File: src/rtl/mem_bus_pkg.sv
// mem_bus_pkg: shared state/client enums and default bus widths for the L1 memory arbiter
package mem_bus_pkg;
  localparam int ADDR_W_DEF = 32;
  localparam int DATA_W_DEF = 32;
  typedef enum logic [1:0] {IDLE, BUSY_I, BUSY_D, GAP} state_t;
  typedef enum logic {CL_I, CL_D} client_t;
endpackage

File: src/rtl/l1_mem_arbiter_rr_grant2.sv
// rr_grant2: combinational 2-way picker (bit 0 = I, bit 1 = D), round-robin or D-first with L1_ARB_FIXED_PRIORITY_EN
module rr_grant2
  import mem_bus_pkg::*;
(
  input  logic [1:0] req,
  input  client_t    last_grant,
  output logic [1:0] grant
);
  // a lone request always wins; a tie goes to the preferred client
  always_comb begin
`ifdef L1_ARB_FIXED_PRIORITY_EN
    grant = (req == 2'b11) ? 2'b10 : req;
`else
    grant = (req == 2'b11) ? ((last_grant == CL_D) ? 2'b01 : 2'b10) : req;
`endif
  end
endmodule

File: src/rtl/l1_mem_arbiter.sv
// l1_mem_arbiter: serialises L1 I-side and D-side requests onto the SDRAM controller bus; L1_ARB_FIXED_PRIORITY_EN makes D win ties
module l1_mem_arbiter
  import mem_bus_pkg::*;
#(
  parameter int ADDR_W     = ADDR_W_DEF,
  parameter int DATA_W     = DATA_W_DEF,
  parameter int GAP_CYCLES = 1
) (
  input  logic              clk,
  input  logic              reset,
  input  logic [ADDR_W-1:0] i_addr,
  input  logic [DATA_W-1:0] i_data,
  input  logic              i_we,
  input  logic              i_start,
  output logic [DATA_W-1:0] i_q,
  output logic              i_done,
  input  logic [ADDR_W-1:0] d_addr,
  input  logic [DATA_W-1:0] d_data,
  input  logic              d_we,
  input  logic              d_start,
  output logic [DATA_W-1:0] d_q,
  output logic              d_done,
  output logic [ADDR_W-1:0] sdc_addr,
  output logic [DATA_W-1:0] sdc_data,
  output logic              sdc_we,
  output logic              sdc_start,
  input  logic [DATA_W-1:0] sdc_q,
  input  logic              sdc_done
);
  state_t     state;
  client_t    last_grant;
  logic [2:0] gap_cnt;
  logic [1:0] grant;

  rr_grant2 u_grant (
    .req        ({d_start, i_start}),
    .last_grant (last_grant),
    .grant      (grant)
  );

  assign i_q    = sdc_q;
  assign d_q    = sdc_q;
  assign i_done = (state == BUSY_I) && sdc_done;
  assign d_done = (state == BUSY_D) && sdc_done;

  // grant and latch in IDLE, hold until sdc_done, then a forced idle gap before re-sampling requests
  always_ff @(posedge clk or negedge reset) begin
    if (!reset) begin
      state      <= IDLE;
      last_grant <= CL_D;
      gap_cnt    <= '0;
      sdc_start  <= 1'b0;
      sdc_we     <= 1'b0;
      sdc_addr   <= '0;
      sdc_data   <= '0;
    end else begin
      case (state)
        IDLE:
          if (grant[0]) begin
            sdc_addr  <= i_addr;
            sdc_data  <= i_data;
            sdc_we    <= i_we;
            sdc_start <= 1'b1;
            state     <= BUSY_I;
          end else if (grant[1]) begin
            sdc_addr  <= d_addr;
            sdc_data  <= d_data;
            sdc_we    <= d_we;
            sdc_start <= 1'b1;
            state     <= BUSY_D;
          end
        BUSY_I, BUSY_D:
          if (sdc_done) begin
            sdc_start  <= 1'b0;
            sdc_we     <= 1'b0;
            last_grant <= (state == BUSY_I) ? CL_I : CL_D;
            gap_cnt    <= GAP_CYCLES[2:0];
            state      <= GAP;
          end
        GAP: begin
          gap_cnt <= gap_cnt - 3'd1;
          if (gap_cnt <= 3'd1) state <= IDLE;
        end
        default: state <= IDLE;
      endcase
    end
  end
endmodule

File: config.mk
export PLATFORM = sky130hd
export DESIGN_NAME = l1_mem_arbiter
export DESIGN_NICKNAME = d
export VERILOG_FILES = /design/src/rtl/mem_bus_pkg.sv /design/src/rtl/l1_mem_arbiter_rr_grant2.sv /design/src/rtl/l1_mem_arbiter.sv
export SDC_FILE = /design/constraint.sdc
export NUM_CORES = 1
export LEC_CHECK = 0
export CAP_MARGIN = 20
export CORE_AREA = 2 2 116 118
export CTS_BUF_LIST = sky130_fd_sc_hd__clkbuf_8
export DETAILED_ROUTE_END_ITERATION = 6
export DIE_AREA = 0 0 118 120
export PLACE_DENSITY = 0.74
export SLEW_MARGIN = 20
export SYNTH_ARGS = -nofsm -noshare
export SYNTH_HDL_FRONTEND = slang
export SYNTH_HIERARCHICAL = 1
export SYNTH_SLANG_ARGS = --single-unit
File: constraint.sdc
create_clock -name clk -period 2.4 [get_ports clk]
set_input_delay 0.36 -clock clk [delete_from_list [all_inputs] [get_ports clk]]
set_output_delay 0.36 -clock clk [all_outputs]
set_load 0.05 [all_outputs]
==> out/metrics.cfg <==
[run_status]
status = finished clean

[clocking]
postCtsSetupRepairBufs = 0
cts_tree = built
clock_sinks = 72
root_buffer = clkbuf_8
h-tree-depth = 3
cts_made_buffers = 9
cts_buffer_depth = 2
path_clk_slew_ps = 80
clkLatencyLatePin_ps = 350
cts_resized = 0
cts_hold_buffers = 0

[drt]
first_pass_iters = 4
wl_per_cell_um = 14.36
drtIter0Drc = 91
totalWireLength_mm = 10.31
via_per_inst = 4.540
vias = 3260
ant_nets = 0
drc_errors = 0

[final_layout]
drive_above_1_share_pct = 4.613
multi_input_area_mm2 = 0.001564
fin_nets = 711
fillers = 1204
syn_to_final_growth_pct = 46.23
num_antenna_cells = 0
regArea_mm2 = 0.001803

[place]
portBuffers = 202
place_congestion = 0.6977
dpl_worst_slack_ps = 249.9
place_hpwl_mm = 7.928

[floorplan]
die_x_um = 118
die_y_um = 120
ios = 299
start_util_pct = 31.03
rows = 42
die-area_mm2 = 0.01416
core_area_mm2 = 0.01298

[global_routing]
grt_max_degree = 73
grt_pass1_wl_mm = 16.50
grt-ovfl-total = 0
antenna_found_initial = 0
grt_pass1_vias = 3376
grt_usage_pct = 14.63

[power_and_ir_drop]
p_leak_uw = 0.002583
power_density_mw_per_mm2 = 1301
vdd_drop_max_mv = 0.5624

[synth]
avgSynthCellArea_um2 = 9.872
netlist.area_leader.share_pct = 44.11
mappedNetlistArea_mm2 = 0.004028
synth_cell_type_count = 27
ys_ff_latch = 72
yosysWarnings = 6
seq_area_frac_synth_pct = 44.77
synth_nets = 582
synthFlopType = dfrtp_1
syn_inst = 408
synth_edf_count = 0
netlist_top_cells_area = dfrtp_1, mux2i_1, buf_4
async_flop_share_pct = 100.0
synth.largest_area_cell = dfrtp_1

[setup_path]
required_ps = 2040
worstPathArrival_ps = 1560
crit_type = reg -> out
endpoint_kind = output port
crit_slowest_cell = clkdlybuf4s50_1
path_max_fanout = 3
start_kind = flip-flop
crit_chain = clkdlybuf4s50_1
cp_slowest_stage_delay_ps = 830
critPathBufInv = 1
cp_top_family = buffers and inverters

[timing]
final.setup.tns_ps = 0
finalMaxSlewViolations = 0
whs_ps = 149.0
fin_ws_ps = 475.6
hold_viol_final = 0
rsz0062_at_grt = no
tightest_slew_ps = 901.6
fmax_ghz = 0.5196
fin_crit_sh_pct = 80.18
fin_crit_ps = 1924
setup_viol = 0
finClkSkew_ps = 6.977
max_slew_margin_pct = 39.89

[job]
max_cap_viol_count = 0

[hold_path]
hold_class = in -> async

[registers in the layout, indices dropped and copies added, names as in the netlist]
name / flops
sdc_data: 32
gap_cnt: 3
sdc_we: 1
state: 2
last_grant: 1
sdc_start: 1
sdc_addr: 32
[logic make-up after synthesis]
family	count (synthesis)	synth area share, %
buffers and inverters	96	16.68
adder cells (fa/ha/maj)	7	2.174
flip-flops	72	44.77
XOR/XNOR	1	0.2175
AND/OR/NAND/NOR	80	7.953
multiplexers	68	16.90
AO/OA/AOI/OAI	84	11.31
[stage by stage]
step	total power, uW	std cells	instance area, um2	utilization (%)
after floorplan	5540	408	4028	-
final	7660	718	5889	45.37
after global routing	8153	718	5889	45.37
after global placement	6741	702	5724	44.10
after CTS	7761	718	5889	45.37
after detailed placement	6888	702	5724	44.10
[worst paths after layout]
kind | startpoint | to | slack [ps] | cells after the start
worst max-delay path | sdc_we | sdc_we | 480 | 1
worst min-delay path | reset | sdc_addr[18] | 150 | 1
worst max register to register | state[0] | state[0] | 620 | 6
worst min register to register | sdc_addr[16] | sdc_addr[16] | 480 | 2
max in group asynchronous | reset | sdc_data[20] | 1680 | 1
min in group clk | sdc_addr[16] | sdc_addr[16] | 480 | 2
[routing by layer]
metal / global-route usage (%) / part of all wire [%]
met1: 15.03 / 37
met3: 6.226 / 10
met4: 7.605 / 3.2
met2: 25.40 / 49
met5: 0 / 0
[cells in the final DEF (no fill, tap or decap)]
cell / instances
o21ai_1: 1
mux2i_1: 68
a21o_1: 3
a21boi_4: 1
buf_12: 5
nor2b_4: 1
ha_1: 7
a21boi_0: 1
clkinv_2: 4
nand2b_1: 1
dfrtp_1: 71
nand3_1: 2
dfstp_2: 1
a221o_1: 1
clkdlybuf4s50_1: 199
xor2_1: 1
inv_1: 10
a32oi_1: 1
nor2_1: 4
nand2_1: 70
buf_4: 2
a21oi_1: 3
a22oi_1: 1
and2_1: 2
clkbuf_8: 10
o21ai_4: 1
o21ai_0: 71
[worst register-to-register path, stage by stage, from the launching register on]
cell,delay (ps)
dfrtp_1,380
inv_1,100
ha_1,480
nor2b_4,240
a21o_1,150
a21o_1,160
mux2i_1,190
[report_power, final]
group,internal (uW),leakage (uW),switching [uW]
registers,1800,0.000893,316
logic,1670,0.00159,3040
clock network,389,0.0000982,446
[cells in the mapped netlist, types with 3 or more instances]
cell type,number
buf_2,10
a21oi_1,3
clkbuf_1,4
inv_1,8
dfrtp_1,71
buf_4,65
mux2i_1,68
ha_1,7
o21ai_0,71
nor2_1,4
nand2_1,70
a21o_1,3
buf_6,7
[layout make-up]
type,instances,share of cell area (%)
timing repair buffer,206,35.78
sequential,72,30.61
multi-input combinational,240,26.56
tap,176,3.739
clock buffer,10,2.337
inverter,8,0.5099
clock inverter,6,0.4674
(Power assumes the default switching activity.)
